**config.mk**
```make
export PLATFORM = sky130hd
export DESIGN_NAME = instr_queue_reg
export DESIGN_NICKNAME = d
export VERILOG_FILES = /design/src/rtl/instr_fields.sv /design/src/rtl/instr_field_decode.sv /design/src/rtl/instr_queue_reg.sv
export SDC_FILE = /design/constraint.sdc
export NUM_CORES = 1
export LEC_CHECK = 0
export CAP_MARGIN = 15
export CORE_AREA = 4 4 116 141
export DETAILED_ROUTE_END_ITERATION = 10
export DIE_AREA = 0 0 120 145
export GPL_TIMING_DRIVEN = 0
export PLACE_DENSITY_LB_ADDON = 0.15
export SYNTH_ARGS = -nofsm -noshare
export SYNTH_HDL_FRONTEND = slang
export SYNTH_HIERARCHICAL = 1
export SYNTH_SLANG_ARGS = --single-unit
```
**constraint.sdc**
```tcl
create_clock -name clk -period 2.2 [get_ports clk]
set_input_delay 0.44 -clock clk [delete_from_list [all_inputs] [get_ports clk]]
set_output_delay 0.44 -clock clk [all_outputs]
set_load 0.005 [all_outputs]
```
**src/rtl/instr_fields.sv**
```systemverilog
// instr_fields: MIPS instruction field positions shared by the queue, control FSM and ALU decode.
package instr_fields;
  localparam int OPCODE_MSB = 31;
  localparam int OPCODE_LSB = 26;
  localparam int RS_MSB     = 25;
  localparam int RS_LSB     = 21;
  localparam int RT_MSB     = 20;
  localparam int RT_LSB     = 16;
  localparam int RD_MSB     = 15;
  localparam int RD_LSB     = 11;
  localparam int IMM_MSB    = 15;
  localparam int IMM_LSB    = 0;
endpackage

```
**src/rtl/instr_field_decode.sv**
```systemverilog
// instr_field_decode: combinational slicing of a 32-bit MIPS word into its fields.
module instr_field_decode
  import instr_fields::*;
(
  input  logic [31:0] instr_i,
  output logic [5:0]  opcode_o,
  output logic [4:0]  rs_o,
  output logic [4:0]  rt_o,
  output logic [4:0]  rd_o,
  output logic [15:0] imm16_o
);
  assign opcode_o = instr_i[OPCODE_MSB:OPCODE_LSB];
  assign rs_o     = instr_i[RS_MSB:RS_LSB];
  assign rt_o     = instr_i[RT_MSB:RT_LSB];
  assign rd_o     = instr_i[RD_MSB:RD_LSB];
  assign imm16_o  = instr_i[IMM_MSB:IMM_LSB];
endmodule

```
**src/rtl/instr_queue_reg.sv**
```systemverilog
// instr_queue_reg: DEPTH-entry instruction FIFO between fetch and decode with flush
// and field extraction at the head.
module instr_queue_reg #(
  parameter int WIDTH = 32,
  parameter int DEPTH = 4
) (
  input  logic                         clk,
  input  logic                         reset_n,
  input  logic                         flush,
  input  logic                         in_valid,
  output logic                         in_ready,
  input  logic [WIDTH-1:0]             instr_in,
  output logic                         out_valid,
  input  logic                         out_ready,
  output logic [WIDTH-1:0]             instr_out,
  output logic [5:0]                   opcode,
  output logic [4:0]                   Rs,
  output logic [4:0]                   Rt,
  output logic [4:0]                   Rd,
  output logic [15:0]                  imm16,
  output logic [$clog2(DEPTH+1)-1:0]   count
);
  localparam int PW = $clog2(DEPTH);
  localparam int CW = $clog2(DEPTH+1);
  logic [WIDTH-1:0] mem_q [DEPTH];
  logic [PW-1:0]    wr_ptr_q, wr_ptr_d, rd_ptr_q, rd_ptr_d;
  logic [CW-1:0]    count_q, count_d;
  logic             push, pop;
  // in_ready depends only on registered count, so a full queue refuses even while popping
  assign in_ready  = count_q != CW'(DEPTH);
  assign out_valid = count_q != '0;
  assign push      = in_valid & in_ready;
  assign pop       = out_valid & out_ready;
  assign instr_out = out_valid ? mem_q[rd_ptr_q] : '0;
  assign count     = count_q;
  always_comb begin
    wr_ptr_d = flush ? '0 : push ? wr_ptr_q + 1'b1 : wr_ptr_q;
    rd_ptr_d = flush ? '0 : pop ? rd_ptr_q + 1'b1 : rd_ptr_q;
    count_d  = flush ? '0 : (push && !pop) ? count_q + 1'b1 :
               (pop && !push) ? count_q - 1'b1 : count_q;
  end
  always_ff @(posedge clk or negedge reset_n) begin
    if (!reset_n) begin
      wr_ptr_q <= '0;
      rd_ptr_q <= '0;
      count_q  <= '0;
      for (int i = 0; i < DEPTH; i++) mem_q[i] <= '0;
    end else begin
      wr_ptr_q <= wr_ptr_d;
      rd_ptr_q <= rd_ptr_d;
      count_q  <= count_d;
      if (push && !flush) mem_q[wr_ptr_q] <= instr_in;
    end
  end
  instr_field_decode u_dec (
    .instr_i  (instr_out),
    .opcode_o (opcode),
    .rs_o     (Rs),
    .rt_o     (Rt),
    .rd_o     (Rd),
    .imm16_o  (imm16)
  );
endmodule

```
==> results_dict.tcl <==
set metrics [dict create \
    finalHoldViolations 0 \
    slew_viol_final 0 \
    regToRegEndpoint "count[2]" \
    clock_path_buffers 2 \
    power_mw 14.9 \
    insertion_delay_ns 0.41 \
    crit_start "rd_ptr_q[0]" \
    ios 111 \
    vias 4128 \
    routabilityCongestion 0.735 \
    drcViolationCount 0 \
    synthTopCellsByArea "dfrtp_1, mux2_4, mux4_2" \
    nFillCells 1084 \
    diodes 0 \
    async_flop_share_pct 100 \
    reg2reg_slack_ns -0.03 \
    rows 49 \
    layout_min_cycle_time_ns 2.50 \
    synthFlopType "dfrtp_1" \
    crit_path_top_delay_cell "mux4_2" \
    die_x_um 120 \
    dr.pass1.iters 6 \
    syn_nets 486 \
    portBuffers 108 \
    fin_ws_ns -0.297 \
    antenna_found_initial 0 \
    grt_max_degree 97 \
    area_growth_syn_to_layout_pct 34.0 \
    fin_crit_sh_pct 114 \
    grt_pass1_vias 4831 \
    rsz0062_at_grt "true" \
    synth.cell_area_um2 7230 \
    rr_worst_depth 10 \
    crit_cells 7 \
    synth_commonest_cells "dfrtp_1, mux2_4, buf_4" \
    violations "setup timing" \
    worst_pin_slew_ns 0.490 \
    cp.required_ns 1.76 \
    finalClockSkew_ns 0.00443 \
    leakagePower_nw 4.85 \
    fin_area_um2 9690 \
    nNetsFinal 640 \
    cp.arrival_ns 2.06 \
    path_max_fanout 7 \
    power_density_nw_per_um2 1530 \
    yosys.area.top_type "dfrtp_1" \
    fmax_mhz 400 \
    viasPerCell 5.08 \
    cts_root_buf "clkbuf_16" \
    ys_ff_latch 135 \
    cts_tree "done" \
    status "finished with violations" \
    endpoint "imm16[2]" \
    htreeDepth 4 \
    fp.dieH_um 145 \
    cts_made_buffers 17 \
    placed_cell_area_um2 8600 \
    critPathMaxStageDelay_ns 0.48 \
    cap_violations 0 \
    critPathLaunchType "register" \
    critPathKind "register to output port" \
    min_path_type "input pin to register" \
    synth.avg_cell_area_um2 16.3 \
    ys_types 36 \
    drt_wl_total_mm 15.8 \
    clock_sinks 135 \
    routedWlPerCell_um 19.5 \
    drive_above_1_share_pct 63.2 \
    dpl.hpwl_mm 9.94 \
    synth_top_area_share_pct 46.7 \
    drt-initial-drc-count 178 \
    core_um2 14900 \
    syn-instance-count 444 \
    yosysWarnings 6 \
    start_util_pct 48.6 \
    r2r-start "count[1]" \
    crit_top_cell "buf_6" \
    dieArea_um2 17400 \
    path_cells "buf_8 -> buf_6 -> buf_16 -> mux4_2 -> and2b_1 -> buf_6 -> buf_6" \
    synth_edf_count 0 \
    grt-ovfl-total 0 \
    crit_family "buffers and inverters" \
    grt_usage_pct 19.2 \
    vdd_ir_drop_max_mv 0.667 \
    antenna_left 0 \
    yosys.cell_count.top_type "dfrtp_1" \
    critPathBufInv 5 \
    seq_area_frac_synth_pct 46.7 \
    clkTransAtPathRegs_ns 0.05 \
    endpoint_kind "output port" \
    slew-limit-headroom_pct 67.4 \
    setup_viol 70 \
    grt_pass1_wl_mm 26.0 \
]
[flip-flops by register name (all words and copies together) (netlist names)]
signal / count
mem_q: 128
wr_ptr_q: 2
count: 3
rd_ptr_q: 2
[per-layer routing]
layer | part of all wire (%) | up-vias | wire [µm] | track usage (%)
met5 | 0 | - | 0 | 0
met4 | 1.5 | 0 | 238 | 6.76
met3 | 3.6 | 18 | 571 | 4.67
met2 | 51 | 87 | 8060 | 32.3
met1 | 44 | 2164 | 6940 | 24.3
li1 | - | 1859 | - | -
[worst reg2reg max path: stages, from the launching register on]
cell and delay (ns):
dfrtp_1 0.38, buf_6 0.13, buf_6 0.11, buf_12 0.11, nor3b_4 0.25, inv_4 0.06, and3_4 0.17, fa_2 0.36
and3b_2 0.23, a311oi_2 0.23, a211oi_2 0.07
[placed cells by master (no fill, tap or decap), drive strengths merged, types with 6 or more instances in the layout]
| master | count |
|---|---|
| and2b | 12 |
| buf | 159 |
| clkbuf | 29 |
| clkdlybuf4s50 | 36 |
| dfrtp | 135 |
| inv | 9 |
| mux2 | 129 |
| mux4 | 32 |
| nand3 | 6 |
| nor2 | 7 |
| nor2b | 21 |
[repair_timing]
action                                 4_1_cts  5_1_grt
gates cloned                                 2        0
gates resized for setup                    432       13
setup endpoints to repair                   72       71
endpoints found under the hold margin       39        0
buffers inserted                            25        5
hold buffers                                 1        0
pin swaps                                    4        3
[power by group]
group          internal (mW)  switching [mW]  total [mW]
Clock                   1.65            1.01        2.66
Combinational           5.49            2.59        8.08
Sequential              3.51           0.591        4.10
[cell families after synthesis]
kind of cell,Yosys count,share of synthesized area [%]
adder cells (fa/ha/maj),5,0.969
multiplexers,162,36.4
buffers and inverters,74,8.89
AO/OA/AOI/OAI,16,1.59
flip-flops,135,46.7
AND/OR/NAND/NOR,50,5.19
XOR/XNOR,2,0.242
[layout make-up]
class                   instances  area (µm²)  share of cell area, %
repair buffers                139        1320                   13.6
flip-flops and latches        135        3380                   34.9
plain buffers                  61         769                   7.94
inverters                       9        36.3                  0.374
clock buffers                  25         495                   5.11
multi-input cells             235        3390                   35.0
well taps                     204         255                   2.63
clock inverters                 4        45.0                  0.465
[stage by stage]
step / util [%] / worst slack [ns] / setup TNS [ns] / cells / hold WS (ns)
floorplan: - / 0.0594 / 0 / 444 / 0.144
global route: 65.1 / -0.375 / -18.04 / 812 / 0.269
global placement: 57.5 / -4.57 / -672.78 / 756 / 0.482
CTS: 65.1 / -0.346 / -16.92 / 811 / 0.262
detailed placement: 57.7 / -1.01 / -58.63 / 757 / 0.377
finish: 65.1 / -0.297 / -12.57 / 812 / 0.292
[how the worst min path moves through the flow]
stage	from	endpoint	slack, ns	depth (start not counted)
floorplan	reset_n	count[0]	0.14	0
CTS	flush	wr_ptr_q[1]	0.26	2
detailed placement	reset_n	mem_q[110]	0.38	1
global placement	mem_q[63]	mem_q[63]	0.48	1
finish	flush	wr_ptr_q[1]	0.29	2
global route	flush	wr_ptr_q[1]	0.27	2
Note: power is estimated with default switching activity, not from simulation.
